<file path="config.mk">
export PLATFORM = sky130hd
export DESIGN_NAME = regfile_port_arbiter
export DESIGN_NICKNAME = d
export VERILOG_FILES = /design/src/rtl/regfile_arb_pkg.sv /design/src/rtl/rr_arbiter.sv /design/src/rtl/regfile_port_arbiter.sv
export SDC_FILE = /design/constraint.sdc
export NUM_CORES = 1
export LEC_CHECK = 0
export CELL_PAD_IN_SITES_DETAIL_PLACEMENT = 1
export CELL_PAD_IN_SITES_GLOBAL_PLACEMENT = 1
export CORE_AREA = 2 2 194 196
export CTS_CLUSTER_DIAMETER = 120
export DETAILED_ROUTE_END_ITERATION = 8
export DIE_AREA = 0 0 196 198
export PLACE_DENSITY = 0.62
export SLEW_MARGIN = 0
export SYNTH_ARGS = -nofsm -noshare
export SYNTH_HDL_FRONTEND = slang
export SYNTH_HIERARCHICAL = 1
export SYNTH_SLANG_ARGS = --single-unit
export TNS_END_PERCENT = 30
</file>
<file path="constraint.sdc">
create_clock -name i_clk -period 4.7 [get_ports i_clk]
set_input_delay 0.94 -clock i_clk [delete_from_list [all_inputs] [get_ports i_clk]]
set_output_delay 0.94 -clock i_clk [all_outputs]
set_load 0.05 [all_outputs]
</file>
<file path="src/rtl/regfile_arb_pkg.sv">
// rtl/regfile_arb_pkg.sv - shared constants and rotating-priority pick for the register file port arbiter
//
// Purpose : default widths, the maximum supported requester count and the
//           one-hot round-robin pick used by both arbiters.
// Contents: RF_ADDR_W, RF_DATA_W, NREQ_MAX, rr_pick(req, ptr, n) -> gnt
package regfile_arb_pkg;

  localparam int RF_ADDR_W = 5;
  localparam int RF_DATA_W = 64;
  localparam int NREQ_MAX  = 4;

  // Grant the first asserted request at or after ptr, searching upward modulo n.
  // Requests at or above n are never considered.
  function automatic logic [NREQ_MAX-1:0] rr_pick(input logic [NREQ_MAX-1:0] req,
                                                  input logic [1:0]          ptr,
                                                  input int                  n);
    logic [NREQ_MAX-1:0] gnt;
    int                  idx;
    gnt = '0;
    for (int k = 0; k < NREQ_MAX; k++) begin
      idx = (int'(ptr) + k) % n;
      if ((k < n) && (gnt == '0) && req[idx[1:0]]) begin
        gnt[idx[1:0]] = 1'b1;
      end
    end
    return gnt;
  endfunction

endpackage

</file>
<file path="src/rtl/rr_arbiter.sv">
// rtl/rr_arbiter.sv - round-robin arbiter with one-hot combinational grant
//
// Purpose : grants one of NREQ requests per cycle; the pointer moves to the
//           requester after the winner, and stays put when nothing is granted.
// Ports   : i_clk, i_rst_n (async active-low), i_req[NREQ], o_gnt[NREQ] (one-hot or zero)
module rr_arbiter
  import regfile_arb_pkg::*;
#(
  parameter int NREQ = 2
) (
  input  logic            i_clk,
  input  logic            i_rst_n,
  input  logic [NREQ-1:0] i_req,
  output logic [NREQ-1:0] o_gnt
);

  logic [1:0]          r_ptr;
  logic [1:0]          w_next_ptr;
  logic [NREQ_MAX-1:0] w_req_pad;
  logic [NREQ_MAX-1:0] w_gnt_pad;

  always_comb begin
    w_req_pad = '0;
    for (int i = 0; i < NREQ; i++) begin
      w_req_pad[i] = i_req[i];
    end
  end

  assign w_gnt_pad = rr_pick(w_req_pad, r_ptr, NREQ);
  assign o_gnt     = w_gnt_pad[NREQ-1:0];

  always_comb begin
    w_next_ptr = r_ptr;
    for (int i = 0; i < NREQ_MAX; i++) begin
      if (w_gnt_pad[i]) begin
        w_next_ptr = (i == NREQ - 1) ? 2'd0 : 2'(i + 1);
      end
    end
  end

  always_ff @(posedge i_clk or negedge i_rst_n) begin
    if (!i_rst_n) begin
      r_ptr <= 2'd0;
    end else begin
      r_ptr <= w_next_ptr;
    end
  end

endmodule

</file>
<file path="src/rtl/regfile_port_arbiter.sv">
// rtl/regfile_port_arbiter.sv - shares register file read ports a/b and write port c among NREQ requesters
//
// Purpose : independent round-robin arbitration of the read and write paths;
//           drives register file addresses/write data/write enable and returns
//           registered read data one cycle after the read grant.
// Ports   : i_clk, i_rst_n (async active-low)
//           read  : i_rd_req, i_rd_addr_a, i_rd_addr_b -> o_rd_gnt, o_rd_valid, o_rd_data_a, o_rd_data_b
//           write : i_wr_req, i_wr_addr, i_wr_data     -> o_wr_gnt
//           rf    : o_rf_Ad_a, o_rf_Ad_b, o_rf_Ad_c, o_rf_data_wr, o_rf_wr_acc <- i_rf_data_a, i_rf_data_b
// Option  : REGFILE_ARB_BYPASS_EN forwards same-cycle write data to a matching read port.
module regfile_port_arbiter
  import regfile_arb_pkg::*;
#(
  parameter int NREQ   = 2,
  parameter int ADDR_W = RF_ADDR_W,
  parameter int DATA_W = RF_DATA_W
) (
  input  logic                   i_clk,
  input  logic                   i_rst_n,
  input  logic [NREQ-1:0]        i_rd_req,
  input  logic [NREQ*ADDR_W-1:0] i_rd_addr_a,
  input  logic [NREQ*ADDR_W-1:0] i_rd_addr_b,
  output logic [NREQ-1:0]        o_rd_gnt,
  output logic [NREQ-1:0]        o_rd_valid,
  output logic [DATA_W-1:0]      o_rd_data_a,
  output logic [DATA_W-1:0]      o_rd_data_b,
  input  logic [NREQ-1:0]        i_wr_req,
  input  logic [NREQ*ADDR_W-1:0] i_wr_addr,
  input  logic [NREQ*DATA_W-1:0] i_wr_data,
  output logic [NREQ-1:0]        o_wr_gnt,
  output logic [ADDR_W-1:0]      o_rf_Ad_a,
  output logic [ADDR_W-1:0]      o_rf_Ad_b,
  output logic [ADDR_W-1:0]      o_rf_Ad_c,
  output logic [DATA_W-1:0]      o_rf_data_wr,
  output logic                   o_rf_wr_acc,
  input  logic [DATA_W-1:0]      i_rf_data_a,
  input  logic [DATA_W-1:0]      i_rf_data_b
);

  generate
    if ((NREQ < 2) || (NREQ > NREQ_MAX)) begin : g_bad_nreq
      $error("regfile_port_arbiter: NREQ=%0d unsupported, legal range is 2..4", NREQ);
    end
  endgenerate

  logic [NREQ-1:0]   w_rd_gnt;
  logic [NREQ-1:0]   w_wr_gnt;
  logic [ADDR_W-1:0] w_ad_a;
  logic [ADDR_W-1:0] w_ad_b;
  logic [ADDR_W-1:0] w_ad_c;
  logic [DATA_W-1:0] w_wr_data;
  logic [DATA_W-1:0] w_cap_a;
  logic [DATA_W-1:0] w_cap_b;
  logic [NREQ-1:0]   r_rd_valid;
  logic [DATA_W-1:0] r_rd_data_a;
  logic [DATA_W-1:0] r_rd_data_b;

  rr_arbiter #(.NREQ(NREQ)) u_rd_arb (
    .i_clk   (i_clk),
    .i_rst_n (i_rst_n),
    .i_req   (i_rd_req),
    .o_gnt   (w_rd_gnt)
  );

  rr_arbiter #(.NREQ(NREQ)) u_wr_arb (
    .i_clk   (i_clk),
    .i_rst_n (i_rst_n),
    .i_req   (i_wr_req),
    .o_gnt   (w_wr_gnt)
  );

  // AND-OR style mux: with no grant every register file input stays at zero.
  always_comb begin
    w_ad_a    = '0;
    w_ad_b    = '0;
    w_ad_c    = '0;
    w_wr_data = '0;
    for (int i = 0; i < NREQ; i++) begin
      if (w_rd_gnt[i]) begin
        w_ad_a = i_rd_addr_a[i*ADDR_W +: ADDR_W];
        w_ad_b = i_rd_addr_b[i*ADDR_W +: ADDR_W];
      end
      if (w_wr_gnt[i]) begin
        w_ad_c    = i_wr_addr[i*ADDR_W +: ADDR_W];
        w_wr_data = i_wr_data[i*DATA_W +: DATA_W];
      end
    end
  end

`ifdef REGFILE_ARB_BYPASS_EN
  // The register file commits at the same edge the read is captured, so a
  // matching write is forwarded to give read-after-write semantics.
  assign w_cap_a = ((|w_rd_gnt) && (|w_wr_gnt) && (w_ad_a == w_ad_c)) ? w_wr_data : i_rf_data_a;
  assign w_cap_b = ((|w_rd_gnt) && (|w_wr_gnt) && (w_ad_b == w_ad_c)) ? w_wr_data : i_rf_data_b;
`else
  assign w_cap_a = i_rf_data_a;
  assign w_cap_b = i_rf_data_b;
`endif

  always_ff @(posedge i_clk or negedge i_rst_n) begin
    if (!i_rst_n) begin
      r_rd_valid  <= '0;
      r_rd_data_a <= '0;
      r_rd_data_b <= '0;
    end else begin
      r_rd_valid <= w_rd_gnt;
      if (|w_rd_gnt) begin
        r_rd_data_a <= w_cap_a;
        r_rd_data_b <= w_cap_b;
      end
    end
  end

  assign o_rd_gnt     = w_rd_gnt;
  assign o_wr_gnt     = w_wr_gnt;
  assign o_rd_valid   = r_rd_valid;
  assign o_rd_data_a  = r_rd_data_a;
  assign o_rd_data_b  = r_rd_data_b;
  assign o_rf_Ad_a    = w_ad_a;
  assign o_rf_Ad_b    = w_ad_b;
  assign o_rf_Ad_c    = w_ad_c;
  assign o_rf_data_wr = w_wr_data;
  // Gated by reset so a write cannot commit while the block is held in reset.
  assign o_rf_wr_acc  = i_rst_n & (|w_wr_gnt);

endmodule

</file>
==> summary by stage, run 1 <==
Worst setup path
The worst setup path is launched from a primary input. The endpoint of the worst-slack reg-to-reg timing path is o_rd_data_a[37]$_DFFE_PN0P_. The end of the critical path is o_rf_data_wr[22]. The launching instance or port of the critical path is i_wr_req[0].

STA puts the critical path data arrival time at 3.39 ns. The number of cells on the worst reg-to-reg path is 6. The worst setup path is captured at a primary output.

The worst reg2reg path startpoint is u_rd_arb/r_ptr[0]$_DFFE_PN0P_. For flop-to-flop paths, the worst setup slack is 2.45 ns. Along the worst path, the maximum fanout reaches 42.

The kind of critical path is in2out. The data required time of the worst path is 3.76 ns.

Final layout
In the final design database the tool counted 1190 nets. Compared with the post-synthesis result, the final layout area differs by 109%. The finished cells cover 0.0130 mm². The count of filler cells inserted in the layout is 3954. The share of final-layout standard cells stronger than drive strength 1 is 27.6%.

STA
Setup repair after global routing left no endpoint under its margin. The worst path needs 4.33 ns of the cycle, external delays included. The worst clock skew is 0.00756 ns.

Setup violations remaining at the end of the flow were counted as 0. The transition at the pin with the smallest max-transition slack is 0.865 ns. The number of pins exceeding their max-slew limit in the final report is 0. For this run, the top clock speed supported by timing is 231 MHz. The final-report hold violation count is 0. Across all setup checks in the final design, the least slack found is 0.372 ns.

The worst pin sits at a relative slew slack of 41.8%. The worst path uses 92.1% of the clock period. The total negative slack is 0 ns.

Detailed routing
The average routed wire per standard cell is 20.7 µm. The first detailed-routing pass took 4 iterations. The residual DRC count is 0. The detailed router finished its first iteration with 132 violations. The final layout contains routed wiring with a total length of 28600 µm. Dividing the detail-routed via count by the number of cells gives 3.97. The detailed-route via count is 5494.

The detail route stage leaves a number of antenna-violating nets equal to 0.

Yosys
The part of the Yosys area used for sequential elements is 52.8%. For this run, the number of Yosys warnings is 6. In the synthesized netlist, the number of instances is 391.

The dominant cell by count in the synthesized netlist is sky130_fd_sc_hd__dfrtp_1. Of all flip-flops after synthesis, the portion carrying an async set or reset was 100%. By area the synthesized netlist is led by sky130_fd_sc_hd__dfrtp_1 (53%), sky130_fd_sc_hd__mux2_4 (24%), sky130_fd_sc_hd__a22o_1 (11%). After synthesis, the mean cell area works out to 16.0 µm². The fraction of post-synthesis cell area in the top cell type by area is 52.8%.

The number of register bits inferred by synthesis is 132. In this run, distinct cell masters in the synthesized netlist total 20. The number of enable flip-flop cells after synthesis is 0. By count the netlist is led by sky130_fd_sc_hd__dfrtp_1 (132), sky130_fd_sc_hd__mux2_4 (100), sky130_fd_sc_hd__a22o_1 (76), sky130_fd_sc_hd__mux2_2 (26), sky130_fd_sc_hd__buf_12 (10). sky130_fd_sc_hd__dfrtp_1 takes more of the synthesized area than any other cell. The most used flip-flop cell after synthesis is sky130_fd_sc_hd__dfrtp_1. The synthesized netlist occupies a cell area of 0.00625 mm². The post-synth net total is 683.

GRT
For this run, global-route usage on met3 was measured as 5.96%. In the global route stage, met2 resource usage came out at 26.0%. Across every metal layer, demand over resource in global routing totals 14.5%.

The most used routing layer is met2. The first global-routing pass estimated 41000 µm of wire. The number of global-route vias before repair came to 6094. The met1 routing resource usage after global routing is 15.1%. The number of antenna violations at the first check in global routing came to 4. The pin count of the biggest net entering global routing is 62.

The final global-route overflow total is 0.

Clock tree
TritonCTS built the clock tree. After clock tree synthesis, the clock-pin slew on the worst setup and hold paths is 0.06 ns. The H-tree was split into 4 levels. The hold buffer count at cts is 0.

The number of gates resized after cts is 0. The clock tree root buffer cell is sky130_fd_sc_hd__clkbuf_16. The number of buffers inserted during clock tree synthesis is 17. The insertion delay of the later-clocked pin in the worst-skew pair is 0.43 ns. After clock tree synthesis, the setup repair step added 0 buffers. Clock tree synthesis found a total of 132 sinks. The clock passes through at most 2 buffers.

Power
The leakage power summed over all cells is 5.48 nW. In this run, the combinational gates consume 45.3% of the power. The total power per unit cell area is 379 mW/mm². The internal power of the cells is 0.00307 W. The clock share of power is 26.6%. The power spent charging and discharging nets is 0.00186 W. Of the total power, registers draw 28.1%.

The maximum vdd drop is 0.000243 V. The switching portion of total power is 37.7%.

Die
The core area is 0.0370 mm². The horizontal die dimension is 196 µm. The die is 198 µm tall. The overall die area is 0.0388 mm². The boundary pin count is 506. In this run the core area contains 71 standard-cell rows.

The initial utilization of the core area, before any placement, comes to 16.9%.

Placed design
The post-detailed-placement half-perimeter wirelength is 22800 µm. Summing all placed instances gives a cell area of 0.0125 mm². The count of buffers inserted at the top-level ports is 505. At the end of routability-driven placement, the weighted congestion stood at 0.777. The post-place setup slack is 0.427 ns.

Job
The max-cap check violation count is 0.

Run status
The flow ran to the end, and the final reports show no timing, DRC or antenna violations.

Min path
The worst min-delay path category is in2async.
==> cell type report <==
cell class,instances,area [µm²],share of cell area [%]
inverter,2,7.51,0.0576
antenna,1,2.50,0.0192
clock buffer,18,429,3.29
sequential,132,3300,25.3
tap,474,593,4.55
timing repair buffer,520,5950,45.6
multi-input combinational,225,2620,20.1
clock inverter,12,134,1.03
==> logic make-up (layout without fill, tap and decap cells) <==
family	count (synthesis)	count (layout)	synth area share, %
AOI/OAI and AO/OA	86	86	11.6
buffers and inverters	34	552	5.66
DFF	132	132	52.8
muxes	128	128	29.1
other	0	1	0
and+or+nand+nor	11	11	0.781
==> worst max-delay path: stages <==
cell and delay [ns]:
sky130_fd_sc_hd__clkdlybuf4s50_1 0.55, sky130_fd_sc_hd__a21boi_0 0.72, sky130_fd_sc_hd__nor2b_4 0.30, sky130_fd_sc_hd__buf_4 0.41
sky130_fd_sc_hd__a22o_1 0.28, sky130_fd_sc_hd__buf_12 0.16
==> per-stage QoR <==
step,power (W),hold slack [ns],utilization [%],std cells
2_1_floorplan,0.00265,0.460,-,391
3_3_place_gp,0.00364,0.477,33.8,1353
3_5_place_dp,0.00366,0.484,33.8,1353
4_1_cts,0.00502,0.403,35.3,1383
5_1_grt,0.00514,0.410,35.3,1384
6_report,0.00494,0.412,35.3,1384
==> flip-flops by register name, indices dropped and copies added, names as in the netlist <==
signal          cells
u_rd_arb/r_ptr      1
u_wr_arb/r_ptr      1
o_rd_data_b        64
o_rd_data_a        64
o_rd_valid          2
==> how the worst min path moves through the flow <==
stage	start	slack [ns]	endpoint
6_report	i_rst_n	0.41	o_rd_data_b[59]$_DFFE_PN0P_
5_1_grt	i_rst_n	0.41	o_rd_data_a[1]$_DFFE_PN0P_
4_1_cts	i_rst_n	0.40	o_rd_data_b[59]$_DFFE_PN0P_
3_5_place_dp	o_rd_data_a[50]$_DFFE_PN0P_	0.48	o_rd_data_a[50]$_DFFE_PN0P_
3_3_place_gp	o_rd_data_a[46]$_DFFE_PN0P_	0.48	o_rd_data_a[46]$_DFFE_PN0P_
2_1_floorplan	u_rd_arb/r_ptr[0]$_DFFE_PN0P_	0.46	u_rd_arb/r_ptr[0]$_DFFE_PN0P_
==> cell usage in the layout (no fill, tap or decap), drive strengths merged <==
cell type      synthesis  routed
clkdlybuf4s50          0     427
dfrtp                132     132
mux2                 128     128
buf                   23      93
a22o                  76      76
clkbuf                 9      18
nand2                  6       6
clkinv                 0       6
inv                    2       4
a21boi                 4       4
o21ai                  3       3
nor2                   3       3
bufinv                 0       2
clkinvlp               0       2
a21oi                  2       2
nor2b                  2       2
diode                  0       1
o21a                   1       1
==> power by group through the flow <==
stage                     combinational (W)  clock [W]  sequential, W
final                               0.00224    0.00131        0.00139
after floorplan                    0.000710          0        0.00194
after global placement              0.00225          0        0.00140
after CTS                           0.00226    0.00137        0.00139
after detailed placement            0.00226          0        0.00140
after global routing                0.00232    0.00141        0.00141
==> per-layer routing <==
| metal | part of all wire [%] | up-vias |
|---|---|---|
| li1 | - | 2464 |
| met4 | 2.2 | 4 |
| met3 | 9.3 | 28 |
| met1 | 37 | 2701 |
| met5 | 0.094 | - |
| met2 | 52 | 297 |
(Power assumes the default switching activity.)
==> inputs of run 2 (changes only) <==
--- a/config.mk
+++ b/config.mk
@@ -7,10 +7,10 @@
 export LEC_CHECK = 0
 export CELL_PAD_IN_SITES_DETAIL_PLACEMENT = 1
 export CELL_PAD_IN_SITES_GLOBAL_PLACEMENT = 1
-export CORE_AREA = 2 2 194 196
+export CORE_AREA = 2 2 199 201
 export CTS_CLUSTER_DIAMETER = 120
 export DETAILED_ROUTE_END_ITERATION = 8
-export DIE_AREA = 0 0 196 198
+export DIE_AREA = 0 0 201 203
 export PLACE_DENSITY = 0.62
 export SLEW_MARGIN = 0
 export SYNTH_ARGS = -nofsm -noshare
==> constraint.sdc (replaced) <==
create_clock -name i_clk -period 3.6 [get_ports i_clk]
set_input_delay 0.72 -clock i_clk [delete_from_list [all_inputs] [get_ports i_clk]]
set_output_delay 0.72 -clock i_clk [all_outputs]
set_load 0.05 [all_outputs]
==> run 2 against run 1 <==
Against the previous run: combinational power up 31%; setup slack lost 0.038 ns; wire length increased by 12%; cell area up 0.75%; global-route usage increased by 1.2 points; hold slack got worse by 0.30 ns; clock skew grew 0.0010 ns; highest routed layer unchanged.
==> summary by stage, run 2 (synthesis results as in run 1) <==
Run status
Outcome: finished, final reports clean (unchanged).

STA
The final-report hold violation count is 0 (unchanged). The minimum period implied by the final worst setup slack is 3.27 ns. The worst clock skew came to 0.00859 ns (was 0.00756 ns). The worst slew margin relative to its limit is 44.8% (was 41.8%). Of the available clock period, the critical path in the final layout requires 90.7%. The final worst-path setup slack is 0.334 ns (was 0.372 ns).

The number of pins exceeding their max-slew limit in the final report is 0 (unchanged). The total setup violations reported at the end of the flow is 0 (unchanged). The total negative slack is 0 ns (unchanged).

The transition at the pin with the smallest max-transition slack is 0.827 ns (was 0.865 ns). Setup repair after global routing missed its margin: false (unchanged). The maximum clock rate is 306 MHz.

Final layout
The share of final-layout standard cells stronger than drive strength 1 is 28.6% (was 27.6%). Most frequent cells in the layout: sky130_fd_sc_hd__clkdlybuf4s50_1 (420), sky130_fd_sc_hd__dfrtp_1 (132), sky130_fd_sc_hd__mux2_4 (100) (was sky130_fd_sc_hd__clkdlybuf4s50_1 (427), sky130_fd_sc_hd__dfrtp_1 (132), sky130_fd_sc_hd__mux2_4 (100)). The most common library cell in the layout ignoring fill and taps is sky130_fd_sc_hd__clkdlybuf4s50_1 (unchanged). The number of nets in the layout is 1189 (was 1190). The fraction of the core area covered by cells at the end of the flow came to 34.1% (was 35.3%). The area overhead of the layout relative to synthesis is 110% (was 109%).

Worst setup path
The kind of critical path is in2out (unchanged). The element type at the critical path start is a primary input (unchanged). The length in cells of the worst reg-to-reg path is 6 (unchanged).

The endpoint of the worst-slack reg-to-reg timing path is o_rd_data_a[43]$_DFFE_PN0P_ (was o_rd_data_a[37]$_DFFE_PN0P_). The peak fanout along the critical path is 53 (was 42). The register-to-register setup slack came to 1.67 ns (was 2.45 ns). The data required time of the worst path is 2.88 ns (was 3.76 ns). The endpoint type of the worst setup path is a primary output (unchanged). The worst path arrival time was 2.55 ns (was 3.39 ns). The worst reg2reg path startpoint is u_rd_arb/r_ptr[0]$_DFFE_PN0P_ (unchanged).

Placed design
The post-place setup slack is 0.380 ns (was 0.427 ns). The post-detailed-placement half-perimeter wirelength came to 25800 µm (was 22800 µm). The final weighted congestion in routability-driven placement is 0.920 (was 0.777).

The count of buffers inserted at the top-level ports was 505 (unchanged).

Clock tree
The hold buffer count at cts is 0 (unchanged). The insertion delay of the later-clocked pin in the worst-skew pair is 0.44 ns (was 0.43 ns). The number of buffers inserted during clock tree synthesis came to 17 (unchanged). The clock tree root buffer cell is sky130_fd_sc_hd__clkbuf_16 (unchanged).

The number of clock sinks seen by CTS was 132 (unchanged). The number of gates resized after cts is 0 (unchanged). The setup fix buffers added after clock tree synthesis is 0 (unchanged). The number of H-tree branching levels was 4 (unchanged). The clock-pin slew of the registers on the worst-case setup and hold paths is 0.07 ns (was 0.06 ns). The clock tree from TritonCTS is done (unchanged).

The buffer depth of the longest clock path is 2 (unchanged).

Detailed routing
The number of detailed-route iterations in the first pass came to 4 (unchanged). The vias per cell was 3.91 (was 3.97). The number of nets with antenna violations after routing is 0 (unchanged).

The detailed-route via count is 5586 (was 5494). The number of design-rule violations left by the first detailed-router iteration was 190 (was 132). The routed wire length is 32000 µm (was 28600 µm).

The average routed wire per standard cell is 22.4 µm (was 20.7 µm). The residual DRC count is 0 (unchanged).

Min path
The worst min-delay path category is in2async (unchanged).

GRT
The pin count of the biggest net entering global routing is 73 (was 62). The number of antenna violations at the first check in global routing came to 8 (was 4). The final global-route overflow total is 0 (unchanged). The overall fraction of global-route tracks in use is 15.7% (was 14.5%). The number of global-route vias before repair is 6241 (was 6094). The global-route wire length before repair is 46100 µm (was 41000 µm).

Power
The post-layout total power came to 0.00656 W (was 0.00494 W). The total power per unit cell area is 499 mW/mm² (was 379 mW/mm²). The leakage power summed over all cells is 5.52 nW (was 5.48 nW). The maximum vdd drop is 0.000291 V (was 0.000243 V).

Die
The starting density of the core is 16.3% (was 16.9%). The core area came to 0.0385 mm² (was 0.0370 mm²). The vertical die dimension was 203 µm (was 198 µm). The cell row count is 72 (was 71). The boundary pin count is 506 (unchanged). The overall die area is 0.0408 mm² (was 0.0388 mm²). The horizontal die dimension is 201 µm (was 196 µm).

Job
The max-cap check violation count is 0 (unchanged).
[run 2: power breakdown]
group / internal, W / total, W / switching (W)
Clock: 0.00106 / 0.00182 / 0.000754
Combinational: 0.00131 / 0.00294 / 0.00162
Sequential: 0.00169 / 0.00180 / 0.000116
Total: 0.00406 / 0.00656 / 0.00249
[run 2: worst max path at each step]
stage | start | end | slack, ns
6_report | i_wr_req[0] | o_rf_Ad_c[0] | 0.33
5_1_grt | i_wr_req[0] | o_rf_data_wr[5] | 0.26
4_1_cts | i_wr_req[0] | o_rf_Ad_c[0] | 0.35
3_5_place_dp | i_wr_req[0] | o_rf_Ad_c[0] | 0.38
3_3_place_gp | i_wr_req[0] | o_rf_data_wr[9] | 0.43
2_1_floorplan | i_rd_req[0] | o_rf_Ad_a[2] | -0.01
[run 2: critical path, cell delays in order]
cell and delay, ns:
sky130_fd_sc_hd__clkdlybuf4s50_1 0.56, sky130_fd_sc_hd__a21boi_1 0.25, sky130_fd_sc_hd__nor2b_4 0.30, sky130_fd_sc_hd__buf_12 0.29, sky130_fd_sc_hd__a22o_1 0.25, sky130_fd_sc_hd__buf_12 0.16
[run 2: routing by layer]
layer  global-route usage [%]  wire [µm]  up-vias
met5                        0         53        -
met4                     5.34        868        8
met3                     7.54       3360       49
met2                     28.7      16900      343
met1                     15.5      10900     2722
li1                         -          -     2464
[run 2: through the flow]
step / instances / instance area (µm²) / hold slack (ns)
floorplan: 391 / 6250 / 0.424
global placement: 1396 / 12500 / 0.473
detailed placement: 1396 / 12500 / 0.484
CTS: 1428 / 13100 / 0.0897
global route: 1429 / 13100 / 0.0891
finish: 1429 / 13100 / 0.113
[run 2: final cells by class]
class / count / area [µm²]
antenna: 1 / 2.50
clock buffer: 18 / 439
clock inverter: 14 / 166
fill: 4137 / 25300
inverter: 2 / 7.51
multi-input combinational: 225 / 2620
sequential: 132 / 3300
tap: 518 / 648
timing repair buffer: 519 / 5950
